--- src/rtl/usb_token_decoder.sv ---
// usb_token_decoder: decodes USB OUT/IN/SETUP/PING/SOF token packets with PID, CRC5 and length checks.
// Define USB_TOKEN_ADDR_FILTER_EN to drop non-SOF tokens whose address differs from dev_addr_i.
module usb_token_decoder (
    input  logic        clk,
    input  logic        rst,
    input  logic [7:0]  rx_data_i,
    input  logic        rx_valid_i,
    input  logic        rx_last_i,
    input  logic        rx_abort_i,
    input  logic [6:0]  dev_addr_i,
    output logic        tok_valid_o,
    output logic [3:0]  tok_pid_o,
    output logic [6:0]  tok_addr_o,
    output logic [3:0]  tok_endp_o,
    output logic        sof_valid_o,
    output logic [10:0] sof_frame_o,
    output logic        err_pid_o,
    output logic        err_crc_o,
    output logic        err_len_o
);
    typedef enum logic [1:0] {IDLE, B1, B2, SKIP} state_t;

    state_t      state_q, state_d;
    logic [4:0]  crc_q, crc_d, crc_nx;
    logic [3:0]  pid_q, pid_d;
    logic [7:0]  b1_q, b1_d;
    logic        pid_ok, is_tok, crc_ok, addr_ok;
    logic        tok_d, sof_d, epid_d, ecrc_d, elen_d;
    logic        tok_q, sof_q, epid_q, ecrc_q, elen_q;
    logic [3:0]  tok_pid_q, tok_endp_q;
    logic [6:0]  tok_addr_q;
    logic [10:0] sof_frame_q;

    function automatic logic [4:0] crc5_byte(input logic [4:0] c, input logic [7:0] d);
        logic [4:0] r;
        logic       m;
        r = c;
        for (int i = 0; i < 8; i++) begin
            m = r[4] ^ d[i];
            r = {r[3:0], 1'b0} ^ {2'b00, m, 1'b0, m};
        end
        return r;
    endfunction

    assign pid_ok = rx_data_i[7:4] == ~rx_data_i[3:0];
    assign is_tok = rx_data_i[3:0] inside {4'h1, 4'h9, 4'h5, 4'hD, 4'h4};
    assign crc_nx = crc5_byte(crc_q, rx_data_i);
    assign crc_ok = crc_nx == 5'h0C;

`ifdef USB_TOKEN_ADDR_FILTER_EN
    assign addr_ok = b1_q[6:0] == dev_addr_i;
`else
    logic unused_dev_addr;
    assign addr_ok = 1'b1;
    assign unused_dev_addr = ^dev_addr_i;
`endif

    always_ff @(posedge clk or posedge rst) begin
        if (rst) begin
            state_q     <= IDLE;
            crc_q       <= 5'h1F;
            pid_q       <= '0;
            b1_q        <= '0;
            tok_q       <= 1'b0;
            sof_q       <= 1'b0;
            epid_q      <= 1'b0;
            ecrc_q      <= 1'b0;
            elen_q      <= 1'b0;
            tok_pid_q   <= '0;
            tok_addr_q  <= '0;
            tok_endp_q  <= '0;
            sof_frame_q <= '0;
        end else begin
            state_q <= state_d;
            crc_q   <= crc_d;
            pid_q   <= pid_d;
            b1_q    <= b1_d;
            tok_q   <= tok_d;
            sof_q   <= sof_d;
            epid_q  <= epid_d;
            ecrc_q  <= ecrc_d;
            elen_q  <= elen_d;
            if (tok_d) begin
                tok_pid_q  <= pid_q;
                tok_addr_q <= b1_q[6:0];
                tok_endp_q <= {rx_data_i[2:0], b1_q[7]};
            end
            if (sof_d) sof_frame_q <= {rx_data_i[2:0], b1_q};
        end
    end

    // CRC register sits at its init value in every state except B2.
    always_comb begin
        state_d = state_q;
        crc_d   = crc_q;
        pid_d   = pid_q;
        b1_d    = b1_q;
        if (rx_abort_i) begin
            state_d = IDLE;
            crc_d   = 5'h1F;
        end else if (rx_valid_i) begin
            case (state_q)
                IDLE: begin
                    pid_d   = rx_data_i[3:0];
                    state_d = (pid_ok && is_tok && !rx_last_i) ? B1 : rx_last_i ? IDLE : SKIP;
                end
                B1: begin
                    b1_d    = rx_data_i;
                    crc_d   = rx_last_i ? 5'h1F : crc_nx;
                    state_d = rx_last_i ? IDLE : B2;
                end
                B2: begin
                    crc_d   = 5'h1F;
                    state_d = rx_last_i ? IDLE : SKIP;
                end
                default: state_d = rx_last_i ? IDLE : SKIP;
            endcase
        end
    end

    always_comb begin
        tok_d  = 1'b0;
        sof_d  = 1'b0;
        epid_d = 1'b0;
        ecrc_d = 1'b0;
        elen_d = 1'b0;
        if (!rx_abort_i && rx_valid_i) begin
            case (state_q)
                IDLE: begin
                    epid_d = !pid_ok;
                    elen_d = pid_ok && is_tok && rx_last_i;
                end
                B1: elen_d = rx_last_i;
                B2: begin
                    elen_d = !rx_last_i;
                    ecrc_d = rx_last_i && !crc_ok;
                    sof_d  = rx_last_i && crc_ok && pid_q == 4'h5;
                    tok_d  = rx_last_i && crc_ok && pid_q != 4'h5 && addr_ok;
                end
                default: ;
            endcase
        end
    end

    assign tok_valid_o = tok_q;
    assign sof_valid_o = sof_q;
    assign err_pid_o   = epid_q;
    assign err_crc_o   = ecrc_q;
    assign err_len_o   = elen_q;
    assign tok_pid_o   = tok_pid_q;
    assign tok_addr_o  = tok_addr_q;
    assign tok_endp_o  = tok_endp_q;
    assign sof_frame_o = sof_frame_q;
endmodule

--- config.mk ---
export PLATFORM = sky130hd
export DESIGN_NAME = usb_token_decoder
export DESIGN_NICKNAME = d
export VERILOG_FILES = /design/src/rtl/usb_token_decoder.sv
export SDC_FILE = /design/constraint.sdc
export NUM_CORES = 1
export LEC_CHECK = 0
export ABC_AREA = 0
export BUFFER_PORTS_ARGS = -buffer_cell sky130_fd_sc_hd__buf_4
export CAP_MARGIN = 15
export CORE_MARGIN = 2
export CORE_UTILIZATION = 45
export CTS_CLUSTER_SIZE = 10
export DETAILED_ROUTE_END_ITERATION = 10
export PLACE_DENSITY = 0.74
export SLEW_MARGIN = 10
export SYNTH_ARGS = -nofsm -noshare
export SYNTH_HDL_FRONTEND = slang
export SYNTH_SLANG_ARGS = --single-unit
--- constraint.sdc ---
create_clock -name clk -period 3.69 [get_ports clk]
set_clock_uncertainty 0.05 [all_clocks]
set_input_delay 0.369 -clock clk [delete_from_list [all_inputs] [get_ports clk]]
set_output_delay 0.369 -clock clk [all_outputs]
set_load 0.01 [all_outputs]
## After elaboration in Yosys (flattened, before gate mapping)

Index checks and enable logic that the tools add are counted.

| word-level totals | value |
|---|---|
| bits in registers | 50 |
| logic and storage cells | 81 |
| output and inout bits | 31 |
| bits of input ports | 20 |

| cells by class | value |
|---|---|
| bitwise gates (word level) | 18 |
| reduce and logical (&&, ||, !) cells | 19 |
| eq/ne operators | 11 |
| multiplexer cells | 20 |

Operators by type and width:

| kind | number |
|---|---|
| $xor 5x3->5 | 8 |
| $mux 5 | 3 |
| $eq 4x3->1 const B | 3 |
| $mux 2 | 5 |
| $pmux 5 s2 | 1 |
| $mux 1 | 9 |
| $eq 4x4->1 const B | 2 |
| $logic_and 1x1->1 | 8 |
| $xor 1x1->1 | 8 |
| $reduce_and 3->1 | 2 |
| $eq 5x4->1 const B | 1 |
| $reduce_bool 5->1 | 1 |
| $eq 4x1->1 const B | 1 |
| $eq 4x4->1 | 1 |
| $logic_not 1->1 | 4 |
| $ne 4x3->1 const B | 1 |
| $not 4->4 | 1 |
| $pmux 2 s2 | 1 |
| $pmux 1 s3 | 1 |
| $reduce_bool 3->1 | 1 |
| $eq 2x1->1 const B | 1 |
| $eq 2x2->1 const B | 1 |
| $logic_not 2->1 | 1 |
| $reduce_and 2->1 | 1 |
| 2 further kinds | 2 |

## Logic depth before layout (Yosys ltp)

Gate-level depths: netlist of run 1.

| logic depth | value |
|---|---|
| depth in word-level cells | 21 |
| depth in mapped cells | 7 |

## Least setup slack after synthesis of run 1

No wires, ideal clock.

| timing path | value |
|---|---|
| kind | in2reg |
| from | input rx_data_i[0] |
| to | register tok_endp_q[3], in the netlist tok_endp_o[3] |
| path slack | 1.333 ns |
| path buffers | 2 |
| cell stages on the path | 7 |
| required time | 3.515 ns |
| arrival | 2.182 ns |
| setup time | 0.125 ns |
| cell sequence | buf_2 > xor2_1 > xnor2_1 > o211ai_1 > nor4b_4 > buf_6 > mux2_2 |

| between the ends | value |
|---|---|
| longest elaborated chain between the ends | 16 |

RTL lines:

| item | RTL line | RTL |
|---|---|---|
| from (decl) | 6 | `input logic [7:0] rx_data_i,` |
| $xor 1x1->1 (*) | 39 | `m = r[4] ^ d[i];` |
| $xor 5x3->5 (*) (3 in series) | 40 | `r = {r[3:0], 1'b0} ^ {2'b00, m, 1'b0, m};` |
| $xor 1x1->1 | 39 |  |
| $xor 5x3->5 (*) (3 in series) | 40 |  |
| $xor 1x1->1 | 39 |  |
| $xor 5x3->5 (*) (2 in series) | 40 |  |
| $eq 5x4->1 (*) | 48 | `assign crc_ok = crc_nx == 5'h0C;` |
| $logic_and 1x1->1 (*) (2 in series) | 138 | `tok_d = rx_last_i && crc_ok && pid_q != 4'h5 && addr_ok;` |
| $mux 1 (*) | 128 | `case (state_q)` |
| $mux 1 (*) | 127 | `if (!rx_abort_i && rx_valid_i) begin` |
| via tok_d | 28 | `logic tok_d, sof_d, epid_d, ecrc_d, elen_d;` |
| to (signal assigned) | 86 | `tok_endp_q <= {rx_data_i[2:0], b1_q[7]};` |
| to (decl) | 30 | `logic [3:0] tok_pid_q, tok_endp_q;` |

Mark *: on every way through the listed nets, which the timed path passes. The rest lies on a longest branch.
A chain may end at the register's enable or synchronous reset.

## Final worst setup path of run 1

| timing path | value |
|---|---|
| from | register crc_q[4] |
| to | register sof_frame_q[6], in the netlist sof_frame_o[6] |

| between the ends | value |
|---|---|
| longest elaborated chain between the ends | 16 |

RTL lines:

| item | RTL line | RTL |
|---|---|---|
| from (decl) | 24 | `logic [4:0] crc_q, crc_d, crc_nx;` |
| from (signal assigned) | 75 | `crc_q <= crc_d;` |
| $xor 1x1->1 (*) | 39 |  |
| $xor 5x3->5 (*) (3 in series) | 40 |  |
| $xor 1x1->1 | 39 |  |
| $xor 5x3->5 (*) (3 in series) | 40 |  |
| $xor 1x1->1 | 39 |  |
| $xor 5x3->5 (*) (2 in series) | 40 |  |
| $eq 5x4->1 (*) | 48 |  |
| $logic_and 1x1->1 (*) (2 in series) | 137 | `sof_d = rx_last_i && crc_ok && pid_q == 4'h5;` |
| $mux 1 (*) | 128 |  |
| $mux 1 (*) | 127 |  |
| to (signal assigned) | 88 | `if (sof_d) sof_frame_q <= {rx_data_i[2:0], b1_q};` |
| to (decl) | 32 | `logic [10:0] sof_frame_q;` |

Mark *: on every way between the ends. The rest lies on a longest branch, timed or not.

==> results.md, run 1 <==
- Status: finished, final reports clean
- Worst EP required: 3.85 ns
- Post-layout min period: 2.616 ns
- Arr. time, crit path: 2.77 ns
- Slew HR: 47.40%
- Share of post-route cells with drive strength above 1: 46.98%
- R2r setup slk: 1.07 ns
- Cells after Synth: 167
- Inst Count DP: 272
- Crit Path Class: flop to flop
- Leakage: 1.303 nW
- Ports: 51
- Pin count of the biggest net entering global routing: 51
- All-Layer GR Usage: 16.46%
- Core ar.: 0.004723 mm^2
- DRC viols: 0
- Hold Crit Class: input port to flop
- Worst-case vdd ir drop: 200.9 uV
- Synth Warn #: 0
- Via count: 1,414
- Max cap viols: 0
- Max-slew violations: 0
- DP Wirelength: 2901 um
- Die area: 0.005472 mm^2
- Max Root-Sink Buffers: 2
- Power Dens Cells: 415.1 mW/mm^2
- Ys flop type: dfrtp_1
- Fin cells: 282
- Die width: 73.98 um
- Mapped Nets: 187
- # port buffers: 43
- # resized after CTS: 0
- Setup TNS Final: 0 ns
- Max Freq: 382.3 MHz
- CTS Buf Count: 5
- Detail Route Antenna Nets: 0
- EDFF count, synth: 0
- Initial Utilization: 46.65%
- Ys async rst share: 100.0%
- Startpoint types: flop
- First drt pass iteration count: 4
- Final period util: 70.88%
- 1st-iter DRT viols: 115
- Initial antenna violation count: 0
- Syn Std Cell Area: 0.002203 mm^2
- Setup bufs post-CTS: 0
- Hold-fix buffers at CTS: 0
- Crit Path Max Fanout: 9
- Final wirelength: 4122 um
- Netlist cell types: 36
- GP Congestion: 0.8482
- Fin nets: 234
- TritonCTS clock tree: done
- CTS Sinks: 50
- Die Ht: 73.98 um
- Skew-Pair Late Insertion Delay: 0.31 ns
- Via density: 5.014
- Grt ovf: 0
- Clock transition at the registers of the reported paths: 0.10 ns
- Design area: 0.002720 mm^2
- Vias in the first global route: 1,322
- Syn-to-layout area delta: 23.45%
- RSZ-0062 raised after global routing: no
- Clk root buf: clkbuf_8
- Synthesized flop and latch total: 50
- Mean Syn Cell Area: 13.19 um^2
- # setup viols final: 0
- Core Rows: 25
- Final hold violation count: 0
- H-tree levels: 2
- Cell Area, Placed: 0.002591 mm^2
- Endpoint class of the critical path: flop
- Tightest Pin Transition: 0.7856 ns
- Post-DR wirelength/cell: 14.62 um
- Most frequent cells in the layout: 45 x dfrtp_1, 45 x buf_4, 34 x mux2_2
- First-pass GRT wire length: 6672 um
- Sequential-to-total area share from yosys stat: 57.07%
- Ant. Diodes: 0
logic make-up (layout without fill, tap and decap cells):
group	count (synthesis)	after routing	share of synthesized area [%]
buffers and inverters	14	62	3.009
muxes	35	35	17.83
and+or+nand+nor	28	28	7.837
DFF	50	50	57.07
AOI/OAI and AO/OA	18	18	5.168
xor gates and xnor gates	22	22	9.086
cell usage after synthesis (all sizes together), types with 2 or more instances:
master / n / share of area, %
dfstp: 5 / 6.0
o21ai: 4 / 0.91
inv: 7 / 1.2
nor2b: 3 / 0.85
mux2: 34 / 17
nor2: 7 / 1.2
buf: 3 / 1.1
xnor2: 16 / 6.7
clkbuf: 4 / 0.74
dfrtp: 45 / 51
nor3: 3 / 0.68
or3: 2 / 0.57
xor2: 6 / 2.4
a21oi: 7 / 1.6
nand3: 2 / 0.45
nand2: 3 / 0.51
metal layers:
metal | vias up | GRT usage (%) | share of wire [%]
met3 | 6 | 4.878 | 4.3
met4 | 0 | 6.061 | 1.6
li1 | 670 | - | -
met1 | 709 | 22.09 | 45
met5 | - | 0 | 0
met2 | 29 | 25.50 | 49
sequential cells by signal (all words and copies together), names as in the netlist, 2 cells and up:
| name | count |
|---|---|
| sof_frame_o | 11 |
| state_q | 2 |
| tok_addr_o | 7 |
| tok_pid_o | 4 |
| b1_q | 8 |
| pid_q | 4 |
| tok_endp_o | 4 |
| crc_q | 5 |
worst max-delay path: stages, from the launching register on:
cell and delay, ns:
dfstp_2 0.54, xor2_1 0.26, xnor2_1 0.25, o211ai_1 0.26
nor4_2 0.52, buf_4 0.28, mux2_2 0.35
stage by stage:
stage	power [mW]	util [%]	hold WS [ns]	worst slack, ns
2_1_floorplan	0.7369	-	0.3854	1.333
3_3_place_gp	0.7857	54.86	0.4411	1.031
3_5_place_dp	0.7907	54.86	0.4411	1.005
4_1_cts	1.138	56.95	0.1682	1.038
5_1_grt	1.181	57.59	0.1739	0.9197
6_report	1.129	57.59	0.1790	1.074
worst paths after layout:
| path | from | endpoint | cells after the start |
|---|---|---|---|
| setup / recovery | crc_q[4] | sof_frame_o[6] | 6 |
| hold / removal | rx_abort_i | state_q[0] | 2 |
| setup reg to reg | crc_q[4] | sof_frame_o[6] | 6 |
| hold reg to reg | pid_q[3] | tok_pid_o[3] | 1 |
| max in group asynchronous | rst | crc_q[3] | 4 |
| min in group asynchronous | rst | tok_addr_o[3] | 3 |
cell type report:
type	count	area [um^2]
Sequential cell	50	1257
Fill cell	393	2003
Timing Repair Buffer	47	367.9
Inverter	7	26.28
Multi-Input combinational cell	103	885.9
Tap cell	67	83.83
Clock inverter	2	16.27
Clock buffer	6	82.58
report_power, final:
group	total (mW)	switching (mW)	internal (mW)
clock network	0.347	0.192	0.155
registers	0.623	0.0301	0.593
logic	0.159	0.0775	0.0814
No activity file was read; power rests on OpenSTA's default activity.
==> run 2, diff against run 1 <==
Settings changed: PLACE_DENSITY 0.74 to 0.76.
Clock period 3.69 ns to 2.39 ns, I/O delays scaled along.
==> run 2 against run 1 <==
Effect of this change: hold slack lost 0.13 ns; utilization rose by 1.6 points; critical endpoint is now sof_frame_o[4]; clock power grew 74%; register-to-register slack got worse by 1.0 ns; sequential share of layout area shrank 1.3 points; design area grew 2.8%; largest cell class unchanged; worst setup slack got worse by 1.0 ns; via count about the same; global-route usage is 0.12 points lower; count of clock-buffer cells in the layout up 1; fmax is 13% higher; die area unchanged.
==> results.md, run 2 (synthesis results as in run 1) <==
- Hold-fix buffers at CTS: 0
- Die Ht: 73.98 um
- Core Rows: 25
- Fin nets: 238
- Crit Path Max Fanout: 6
- Power Dens Cells: 653.7 mW/mm^2
- First drt pass iteration count: 4
- Worst-case vdd ir drop: 396.8 uV
- DP Wirelength: 2901 um
- Final hold violation count: 0
- Clock power share: 33.1%
- # setup viols final: 0
- Cell Chain, Critical Path: xor2_2 > xnor2_1 > xnor2_2 > nor4_4 > buf_4 > mux2_2
- Hold Crit Class: input port to async pin
- Initial Utilization: 46.65%
- Detail Route Antenna Nets: 0
- Via density: 4.941
- TritonCTS clock tree: done
- Commonest non-fill, non-tap cell in the layout: buf_4
- Grt ovf: 0
- Buf/Inv on CP: 1
- Max-slew violations: 0
- H-tree levels: 2
- Skew-Pair Late Insertion Delay: 0.30 ns
- Worst path max stage delay: 0.56 ns
- Tightest Pin Transition: 0.6130 ns
- P_sw: 0.4388 mW
- GP Congestion: 0.8135
- Multi-input logic area: 917.1 um^2
- Fillcell total: 371
- Clock transition at the registers of the reported paths: 0.09 ns
- Most frequent cells in the layout: 50 x buf_4, 45 x dfrtp_1, 34 x mux2_2
- Vias in the first global route: 1,402
- Ant. Diodes: 0
- Max cap viols: 0
- Startpoint types: flop
- CTS Buf Count: 5
- Post-DR wirelength/cell: 14.81 um
- Internal power: 1.389 mW
- Initial antenna violation count: 0
- Final wirelength: 4235 um
- Syn-to-layout area delta: 26.92%
- Final period util: 96.84%
- First-pass GRT wire length: 6796 um
- Cell family with most CP delay: XOR/XNOR gates
- Endpoint class of the critical path: flop
- Share of post-route cells with drive strength above 1: 49.32%
- Combinational fraction of design power: 14.2%
- Worst r2r src: crc_q[4]
- Sequential cell area: 0.001257 mm^2
- Worst EP required: 2.52 ns
- DRC viols: 0
- Core ar.: 0.004723 mm^2
- Clk root buf: clkbuf_8
- Leakage: 1.350 nW
- Sequential fraction of design power: 52.7%
- # port buffers: 43
- Critical Path Start: crc_q[4]
- 1st-iter DRT viols: 43
- Max reg flops: 11
- All-Layer GR Usage: 16.34%
- Critical path's slowest cell: dfstp_2
- Post-layout min period: 2.315 ns
- Pin count of the biggest net entering global routing: 51
- Die area: 0.005472 mm^2
- Die width: 73.98 um
- Via count: 1,413
- Crit Path Class: flop to flop
- Arr. time, crit path: 2.45 ns
- WHS: 0.04959 ns
- Ports: 51
- Max Root-Sink Buffers: 2
- Status: finished, final reports clean
- Core Util, Final: 59.21%
- Slew HR: 59.14%
- CTS Sinks: 50
- Sw frac: 24.00%
- Max Freq: 432.1 MHz
run 2: power by group through the flow:
stage	clock (mW)	combinational (mW)	sequential [mW]
after global placement	0	0.243	0.977
after detailed placement	0	0.249	0.980
after global routing	0.656	0.287	0.975
after floorplan	0	0.169	0.968
after CTS	0.625	0.252	0.964
final	0.605	0.259	0.963
run 2: worst paths after layout:
kind / to / slack, ns / cells after the start
min reg2reg: tok_pid_o[2] / 0.46 / 1
max: sof_frame_o[4] / 0.08 / 6
min in group clk: state_q[0] / 0.06 / 2
min: tok_addr_o[3] / 0.05 / 3
max reg2reg: sof_frame_o[4] / 0.08 / 6
max in group asynchronous: b1_q[5] / 1.82 / 3
run 2: tightest hold or removal path, stage by stage:
cell   delay (ns)
buf_4        0.11
inv_2        0.03
buf_4        0.50
run 2: repair_timing:
action                     4_1_cts  5_1_grt
buffers inserted                 0        1
setup endpoints to repair        0       11
resized for setup                0        7
run 2: metal layers:
layer	vias up	GRT usage (%)	part of all wire, %
met5	-	0	0
met4	0	5.253	0.90
met3	5	4.607	4.6
met2	36	25.60	48
met1	692	22.16	46
li1	680	-	-
run 2: final cells by class:
type	instances	area share, %
clock buffer	7	3.087
clock inverter	1	1.074
inverter	7	0.9396
multi-input combinational	103	32.80
sequential	50	44.97
tap	67	2.998
timing repair buffer	51	14.14
run 2: per-stage QoR:
| step | power [mW] | setup WS [ns] | setup TNS (ns) | cells | cell area [um^2] |
|---|---|---|---|---|---|
| detailed placement | 1.230 | 0.1062 | 0 | 276 | 2634 |
| global route | 1.918 | -0.01861 | -0.08646 | 286 | 2796 |
| finish | 1.828 | 0.07545 | 0 | 286 | 2796 |
| global placement | 1.219 | 0.1675 | 0 | 276 | 2634 |
| CTS | 1.841 | 0.09473 | 0 | 284 | 2750 |
| floorplan | 1.138 | 0.06155 | 0 | 167 | 2203 |
